File: config.mk
export PLATFORM = sky130hd
export DESIGN_NAME = lcd_host
export DESIGN_NICKNAME = d
export VERILOG_FILES = /design/src/rtl/lcd_host.sv
export SDC_FILE = /design/constraint.sdc
export NUM_CORES = 1
export LEC_CHECK = 0
export ABC_CLOCK_PERIOD_IN_PS = 2800
export BUFFER_PORTS_ARGS = -buffer_cell sky130_fd_sc_hd__buf_2
export CELL_PAD_IN_SITES_DETAIL_PLACEMENT = 0
export CELL_PAD_IN_SITES_GLOBAL_PLACEMENT = 2
export CORE_UTILIZATION = 39
export CTS_BUF_LIST = sky130_fd_sc_hd__clkbuf_16
export CTS_CLUSTER_SIZE = 8
export DETAILED_ROUTE_END_ITERATION = 12
export HOLD_SLACK_MARGIN = 0.02
export PLACE_DENSITY = 0.73
export SLEW_MARGIN = 40
export SYNTH_ARGS = -nofsm -noshare
export SYNTH_HDL_FRONTEND = slang
export SYNTH_SLANG_ARGS = --single-unit
File: constraint.sdc
create_clock -name clk -period 2.8 [get_ports clk]
set_clock_uncertainty 0.05 [all_clocks]
set_input_delay 0.28 -clock clk [delete_from_list [all_inputs] [get_ports clk]]
set_output_delay 0.28 -clock clk [all_outputs]
set_load 0.01 [all_outputs]
File: src/rtl/lcd_host.sv
// Purpose: host side of the LCD image controller; serves the source image as a ROM,
//          sequences queued opcodes onto cmd/cmd_valid/busy, captures image-RAM writes.
// Latency: cmd/cmd_valid registered (opcode visible one cycle after the ISSUE decision);
//          captured pixels visible in res_q/checksum/wr_count right after the capturing edge.
// Backpressure: opcodes wait in WAIT while busy=1; queue pushes are dropped when full
//          or outside IDLE; a watchdog ends a stalled sequence with err_timeout.
//
// Ports:
//   clk, reset            clock, synchronous active-high reset
//   img_we/img_addr/img_din   source image load (IDLE only)
//   cmd_we/cmd_din        command queue push (IDLE only, dropped when full)
//   start                 leaves IDLE and begins the sequence
//   irom_rd/irom_a/irom_q controller image-ROM read port (combinational)
//   cmd/cmd_valid/busy    opcode handshake to the controller
//   iram_valid/iram_a/iram_d  controller image-RAM writes, captured into res
//   done                  controller finished
//   res_addr/res_q        result readback (combinational)
//   checksum/wr_count     running sum and count of captured writes
//   host_done/err_timeout/err_count/auto_wr   status flags
module lcd_host #(
    parameter int         CMD_DEPTH = 16,
    parameter logic [3:0] NOOP_CMD  = 4'hF,
    parameter int         TIMEOUT   = 4095
) (
    input  logic        clk,
    input  logic        reset,
    input  logic        img_we,
    input  logic [5:0]  img_addr,
    input  logic [7:0]  img_din,
    input  logic        cmd_we,
    input  logic [3:0]  cmd_din,
    input  logic        start,
    input  logic        irom_rd,
    input  logic [5:0]  irom_a,
    output logic [7:0]  irom_q,
    output logic [3:0]  cmd,
    output logic        cmd_valid,
    input  logic        busy,
    input  logic        iram_valid,
    input  logic [5:0]  iram_a,
    input  logic [7:0]  iram_d,
    input  logic        done,
    input  logic [5:0]  res_addr,
    output logic [7:0]  res_q,
    output logic [15:0] checksum,
    output logic [6:0]  wr_count,
    output logic        host_done,
    output logic        err_timeout,
    output logic        err_count,
    output logic        auto_wr
);

    localparam int PW = $clog2(CMD_DEPTH);
    localparam int CW = PW + 1;
    localparam int WW = $clog2(TIMEOUT + 1);

    typedef enum logic [2:0] {
        S_IDLE,
        S_WAIT,
        S_ISSUE,
        S_GAP,
        S_DRAIN,
        S_FIN
    } state_t;

    state_t state;
    state_t state_nxt;

    // Storage without reset: image, result buffer and queue slots
    logic [7:0] img   [64];
    logic [7:0] res   [64];
    logic [3:0] q_mem [CMD_DEPTH];

    logic [PW-1:0] q_wr_ptr;
    logic [PW-1:0] q_rd_ptr;
    logic [CW-1:0] q_count;
    logic          q_empty;
    logic          q_full;
    logic          push;
    logic          pop;

    logic [WW-1:0] wd_cnt;
    logic          wd_expired;

    logic [3:0]    cmd_nxt;
    logic          cmd_valid_nxt;
    logic          auto_set;
    logic          timeout_set;
    logic          count_chk;

    logic          capture;
    logic [6:0]    wr_count_nxt;

    // ------------------------------------------------------------------
    // Combinational read ports
    // ------------------------------------------------------------------
    assign irom_q = irom_rd ? img[irom_a] : 8'h00;
    assign res_q  = res[res_addr];

    // ------------------------------------------------------------------
    // Queue status and capture qualifiers
    // ------------------------------------------------------------------
    // Depth is a power of two, so the count MSB alone marks "full".
    assign q_full     = q_count[PW];
    assign q_empty    = (q_count == '0);
    assign push       = cmd_we && (state == S_IDLE) && !q_full;
    assign wd_expired = (wd_cnt == WW'(TIMEOUT));

    assign capture      = iram_valid && (state != S_IDLE);
    // Includes the write landing on this edge so the DRAIN->FIN check sees it.
    assign wr_count_nxt = (capture && (wr_count != 7'd127)) ? wr_count + 7'd1 : wr_count;

    // ------------------------------------------------------------------
    // FSM: state register
    // ------------------------------------------------------------------
    always_ff @(posedge clk) begin
        if (reset) begin
            state <= S_IDLE;
        end else begin
            state <= state_nxt;
        end
    end

    // ------------------------------------------------------------------
    // FSM: next state and registered-output decisions
    // ------------------------------------------------------------------
    always_comb begin
        state_nxt     = state;
        cmd_nxt       = NOOP_CMD;
        cmd_valid_nxt = 1'b0;
        pop           = 1'b0;
        auto_set      = 1'b0;
        timeout_set   = 1'b0;
        count_chk     = 1'b0;

        case (state)
            S_IDLE: begin
                if (start) begin
                    state_nxt = S_WAIT;
                end
            end
            S_WAIT: begin
                if (wd_expired) begin
                    timeout_set = 1'b1;
                    state_nxt   = S_FIN;
                end else if (!busy && !done) begin
                    state_nxt = S_ISSUE;
                end
            end
            S_ISSUE: begin
                cmd_valid_nxt = 1'b1;
                if (!q_empty) begin
                    pop     = 1'b1;
                    cmd_nxt = q_mem[q_rd_ptr];
                end else begin
                    // Nothing left to send: finish with a write command.
                    cmd_nxt  = 4'd0;
                    auto_set = 1'b1;
                end
                state_nxt = (cmd_nxt == 4'd0) ? S_DRAIN : S_GAP;
            end
            S_GAP: begin
                state_nxt = S_WAIT;
            end
            S_DRAIN: begin
                if (done) begin
                    count_chk = 1'b1;
                    state_nxt = S_FIN;
                end else if (wd_expired) begin
                    timeout_set = 1'b1;
                    state_nxt   = S_FIN;
                end
            end
            S_FIN: begin
                state_nxt = S_FIN;
            end
            default: begin
                state_nxt = S_IDLE;
            end
        endcase
    end

    // ------------------------------------------------------------------
    // Registered handshake outputs and status flags
    // ------------------------------------------------------------------
    always_ff @(posedge clk) begin
        if (reset) begin
            cmd         <= NOOP_CMD;
            cmd_valid   <= 1'b0;
            host_done   <= 1'b0;
            err_timeout <= 1'b0;
            err_count   <= 1'b0;
            auto_wr     <= 1'b0;
        end else begin
            cmd       <= cmd_nxt;
            cmd_valid <= cmd_valid_nxt;
            host_done <= (state_nxt == S_FIN);
            if (timeout_set) begin
                err_timeout <= 1'b1;
            end
            if (count_chk) begin
                err_count <= (wr_count_nxt != 7'd64);
            end
            if (auto_set) begin
                auto_wr <= 1'b1;
            end
        end
    end

    // ------------------------------------------------------------------
    // Watchdog: counts idle cycles in WAIT/DRAIN; any issue or write is progress
    // ------------------------------------------------------------------
    always_ff @(posedge clk) begin
        if (reset) begin
            wd_cnt <= '0;
        end else if (capture || (state == S_ISSUE) || (state == S_IDLE)) begin
            wd_cnt <= '0;
        end else if (((state == S_WAIT) || (state == S_DRAIN)) && !wd_expired) begin
            wd_cnt <= wd_cnt + WW'(1);
        end
    end

    // ------------------------------------------------------------------
    // Command queue pointers; push only in IDLE and pop only in ISSUE,
    // so the two never coincide.
    // ------------------------------------------------------------------
    always_ff @(posedge clk) begin
        if (reset) begin
            q_wr_ptr <= '0;
            q_rd_ptr <= '0;
            q_count  <= '0;
        end else begin
            if (push) begin
                q_wr_ptr <= q_wr_ptr + PW'(1);
                q_count  <= q_count + CW'(1);
            end else if (pop) begin
                q_rd_ptr <= q_rd_ptr + PW'(1);
                q_count  <= q_count - CW'(1);
            end
        end
    end

    always_ff @(posedge clk) begin
        if (push) begin
            q_mem[q_wr_ptr] <= cmd_din;
        end
    end

    // ------------------------------------------------------------------
    // Source image load and result capture storage
    // ------------------------------------------------------------------
    always_ff @(posedge clk) begin
        if (img_we && (state == S_IDLE)) begin
            img[img_addr] <= img_din;
        end
    end

    always_ff @(posedge clk) begin
        if (capture) begin
            res[iram_a] <= iram_d;
        end
    end

    // ------------------------------------------------------------------
    // Running checksum and write count
    // ------------------------------------------------------------------
    always_ff @(posedge clk) begin
        if (reset) begin
            checksum <= 16'd0;
            wr_count <= 7'd0;
        end else begin
            if (capture) begin
                checksum <= checksum + {8'h00, iram_d};
            end
            wr_count <= wr_count_nxt;
        end
    end

endmodule

== Yosys cells after proc, flatten, opt, wreduce, memory -nomap -nowiden ==
Memory sizes are Yosys's and may differ from the RTL's. A register that Yosys moved wholly into a read port is not among the register bits.
Cells that the tools add are included.

* Bits in latches: 0
* Output and inout bits: 48
* Register bits after elaboration: 60
* Memory bits (writable): 1088
* Memories: 3
* Memory bits (read-only): 0
* Bits of input ports: 53

{| class="wikitable"
|+ Memories
! memory !! depth !! bits a word !! read ports !! clocked after Yosys merged registers in !! write ports !! line !! RTL
|-
| img || 64 || 8 || 1 || 0 || 1 || 70 || <nowiki>logic [7:0] img [64];</nowiki>
|-
| res || 64 || 8 || 1 || 0 || 1 || 71 || <nowiki>logic [7:0] res [64];</nowiki>
|-
| q_mem || 16 || 4 || 1 || 1 || 1 || 72 || <nowiki>logic [3:0] q_mem [CMD_DEPTH];</nowiki>
|}

* Multiplexer cells: 31
* Bitwise logic cells: 2
* Multiply operators: 0
* Order comparisons: 0
* Divide/modulo/power cells: 0
* Add/subtract/negate cells: 7
* Equal/unequal tests: 9
* Shifts and indexed selects: 0
* Reduce and logical (&&, ||, !) cells: 22

{| class="wikitable"
|+ Operators with widths
! cell !! number
|-
| 3-bit 2-to-1 mux || 6
|-
| 3-bit case mux with 6 select lines || 1
|-
| 16-bit by 8-bit adder with 16-bit output || 1
|-
| 4-bit 2-to-1 mux || 4
|-
| 1-bit 2-to-1 mux || 15
|-
| 7-bit inequality test, second input constant || 2
|-
| 12-bit by 1-bit adder with 12-bit output, second input constant || 1
|-
| 12-bit == test, second input constant || 1
|-
| 5-bit 2-to-1 mux || 2
|-
| 3-bit == test, second input constant || 3
|-
| 4-bit by 1-bit adder with 4-bit output, second input constant || 2
|-
| 8-bit 2-to-1 mux || 1
|-
| 7-bit by 1-bit adder with 7-bit output, second input constant || 1
|-
| 1-bit logical AND || 7
|-
| 7-bit 2-to-1 mux || 1
|-
| 3-bit by 2-bit == test with 1-bit output, second input constant || 2
|-
| 5-bit by 1-bit adder with 5-bit output, second input constant || 1
|-
| 5-bit logical NOT || 1
|-
| 5-bit by 1-bit subtractor with 5-bit output, second input constant || 1
|-
| 1-bit logical NOT || 4
|-
| 4-bit logical NOT || 1
|-
| 2-bit OR reduction || 2
|-
| 3-bit by 1-bit == test with 1-bit output, second input constant || 1
|-
| 3-bit logical NOT || 1
|-
| 6 further kinds || 9
|}

== Longest topological paths before layout ==
* Word-level depth: 7
* Depth in mapped cells: 12
* Mapped depth without buffers: 11

== Least setup slack after synthesis ==
No wires, ideal clock.

* Path kind: reg2reg
* From: register state[2]
* To: register q_count[4]
* Setup time: 0.132 ns
* Slack: 0.220 ns
* Data arrival time: 2.397 ns
* Cell stages (with the launch flop): 12
* Cell sequence: dfxtp_1 -> clkbuf_1 -> nor3_1 -> nand2_1 -> or2_2 -> ha_1 -> nor2b_1 -> o21ai_0 -> nand2b_1 -> nor3b_1 -> mux2i_1 -> a21oi_1

* Cells in the longest elaborated chain, start to end: 4

{| class="wikitable"
|+ Ends and longest elaborated chain
! item !! line !! RTL
|-
| from (decl) || 66 || <nowiki>state_t state;</nowiki>
|-
| from (signal assigned) || 120 || <nowiki>state <= state_nxt;</nowiki>
|-
| 3-bit logical NOT || 106 || <nowiki>assign push = cmd_we && (state == S_IDLE) && !q_full;</nowiki>
|-
| 1-bit logical AND (2 in series) || 106 ||
|-
| 5-bit 2-to-1 mux / 2-bit nonzero test (equally long branches) || - ||
|-
| to (signal assigned) || 235 || <nowiki>q_count <= q_count + CW'(1);</nowiki>
|-
| to (signal assigned) || 238 || <nowiki>q_count <= q_count - CW'(1);</nowiki>
|-
| to (decl) || 76 || <nowiki>logic [CW-1:0] q_count;</nowiki>
|}

Parallel ways exist; a longest one is shown, timed or not.
A chain may end at the register's enable or synchronous reset.

== Final worst setup path ==
* From: memory img[19][5]
* To: output port irom_q[5]

* Cells in the longest elaborated chain, start to end: 2

{| class="wikitable"
|+ Ends and longest elaborated chain
! item !! line !! RTL
|-
| from (decl) || 70 ||
|-
| memory read 64 x 8 bit || - ||
|-
| 8-bit 2-to-1 mux || 97 || <nowiki>assign irom_q = irom_rd ? img[irom_a] : 8'h00;</nowiki>
|-
| to (decl) || 35 || <nowiki>output logic [7:0] irom_q,</nowiki>
|}

No other way between the ends.

==> metrics.txt <==
status finished, violations left; violated checks design-rule violations, negative setup slack; Storage cell area between 30000 and 40000 sq um; fin. max-slew vios 0; Final setup viols 16; Max Fclk 0.304 GHz; # H-tree levels 4; io pins between 100 and 150; max-cap viol count 0; WP data arrival 2960 ps; Slew @ Worst Pin 821 ps; Post-synth EDFFs roughly 1.1k; Critical Path Start img[19][5]; DRT Wirelength 103000 um; Die H 342 um; sequential fraction of the synthesis area 75.1%; clock root buffer clkbuf_16; proportion of layout cells with a drive suffix above 1 between 30% and 40%; Mapped Cells 2212; FF+latch count, synth 1152; Final WS setup -492 ps; FP Rows 124; Max-slew headroom 45.3%; min Tclk post-route 3290 ps; vias in the first global route 23.4k; Worst Setup EP irom_q[5]; DR pass1 iterations 11; worst hold path type in -> reg; post-synthesis compound-gate area fraction 1.88%; clk_lat worst skew 730 ps; gpl congestion about 0.8; pre-CTS setup slack -26.2 ps; CTS Buf Count between 150 and 200; setup bufs post-CTS 0; Leak about 18 nW; XOR/XNOR Fraction of Synth Area 0.717%; Die X 342 um; dpl hpwl ~66000 um; Clock Path Buffers 3; largest family of logic cells by synthesized area multiplexers; initial antenna violation count 6; multi-input logic area 11000 sq um; FF-to-FF path depth 7; I/O Buffers 100; Core Region 115000 sq um; Synth-to-Final Area Change 19.7%; final period utilization 118%; Async SR Flop Fraction 0%; Main synth FF type edfxtp_1; Die ar. 117000 sq um; CP Max Fanout 1; Synth Area in Simple Gates 3.82%; reg2reg setup slack 260 ps; worst reg2reg path endpoint state[2]; VDD IR max 0.559 mV; Final Hold Fails 0; Num Clock Sinks 1152; Worst-path clk slew 50 ps; DRT iter0 DRCs 2149; CP Class reg -> out; initial core utilization about two fifths; mux cell area share after synthesis 16.7%; CTS tree done; FILL cells 9346; RSZ-0062 raised after global routing true; PwrDens around 710 nW/um^2; Fin Hold WS 65.1 ps; Syn Nets 2285; GRT Total Usage 17.8%; Synth Warn # 0; final core occ a little under half; Netlist Area Pre-Place ~45000 sq um; # nets final 2686; Mapped Avg Cell Area 20.4 sq um; most common cell after layout, fill and taps aside edfxtp_1; Slowest-stage cell, CP mux4_2; first-pass GRT wire length 153000 um; largest stage delay on the critical path between 500 and 600 ps; number of remaining DRC errors 8; Cell variety after synth 59; Vias around 22k; most frequent cells in the layout edfxtp_1, mux4_2, nor2_1; post-route ant nets 0; worst path cell trace mux4_2, mux4_2, o211ai_1, o21ai_1, buf_2; CP startpoint kind flop; Adder-Cell Fraction of Synth Area 0.587%; largest net degree at the start of global routing 65; most used cell, CP mux4_2; WL/cell 24.7 um; critical path required time between 2000 and 2500 ps; Setup crit end kind primary output; routed vias/inst 5.40; GR Overflow Total 0
[worst min path at each step]
stage / from / end / slack [ps] / cells after the start
global route: img_din[0] / img[50][0] / 70 / 1
CTS: img_din[0] / img[51][0] / 30 / 1
floorplan: img_din[0] / img[0][0] / 330 / 0
finish: img_din[0] / img[51][0] / 70 / 1
detailed placement: err_timeout / err_timeout / 400 / 2
global placement: err_timeout / err_timeout / 400 / 2
[logic make-up after synthesis]
family / after synthesis
xor gates and xnor gates: 37
AOI/OAI and AO/OA: 127
and+or+nand+nor: 390
DFF: 1152
muxes: 368
buffers and inverters: 118
adders and majority gates: 20
[per-stage QoR]
stage          std cells  setup TNS, ps  cell area, sq um  total power, mW
2_1_floorplan       2212              0             45200             20.7
3_3_place_gp        3946          -1300             49200             21.7
3_5_place_dp        3946          -26.2             49200             21.7
4_1_cts             4160          -3890             54000             39.1
5_1_grt             4160          -4080             54100             39.8
6_report            4162          -2870             54100             38.6
[layer usage]
metal / track usage (%) / routed length, um / share of wire [%]
met3: 3.50 / 5930 / 5.8
met2: 29.1 / 50800 / 49
met1: 24.0 / 43800 / 43
met4: 5.23 / 2310 / 2.2
met5: 0 / 32 / 0.031
[sequential cells by signal, summed over array words and instances (netlist names), 3 cells and up, named ones only]
register  cells
q_wr_ptr      4
q_rd_ptr      4
checksum     16
res         512
state         3
wd_cnt       12
cmd           4
q_count       5
q_mem        64
img         512
wr_count      7
[timing repair]
action                     in CTS  in global routing
setup endpoints to repair      16                 16
hold endpoints to repair      108                  0
pin swaps                      13                  3
hold buffers                   17                  0
gates resized for setup        48                  8
[where the power goes]
part	leakage [nW]	internal, mW	switching (mW)	total, mW
clock	2.23	10.3	6.84	17.2
sequential	10.3	19.0	0.0661	19.1
combinational	5.22	1.01	1.41	2.42
total	17.7	30.3	8.32	38.6
[synth_stat cells (18+ instances only)]
cell type,instances,area [sq um]
mux4_2,300,6760
a21oi_1,30,150
edfxtp_1,1088,32700
nand3_1,19,95.1
clkbuf_1,50,188
ha_1,18,225
buf_2,38,190
nand2_1,74,278
a22oi_1,27,203
dfxtp_1,64,1280
xor2_1,21,184
nor2_1,210,788
mux2i_1,55,551
[worst max-delay path: cells and delay by family (launching register included)]
kind / cells / cell delay [ps]
flip-flops: 1 / 380
multiplexers: 2 / 1030
buffers and inverters: 1 / 190
AO/OA/AOI/OAI: 2 / 630
[layout make-up]
cell class	count	share of cell area, %
Sequential cell	1152	62.8
Timing Repair Buffer	344	5.12
Clock buffer	163	7.54
Antenna cell	2	0.00925
Multi-Input combinational cell	942	20.4
Tap cell	1512	3.50
Inverter	11	0.0763
Clock inverter	36	0.597
(Power assumes the default switching activity.)
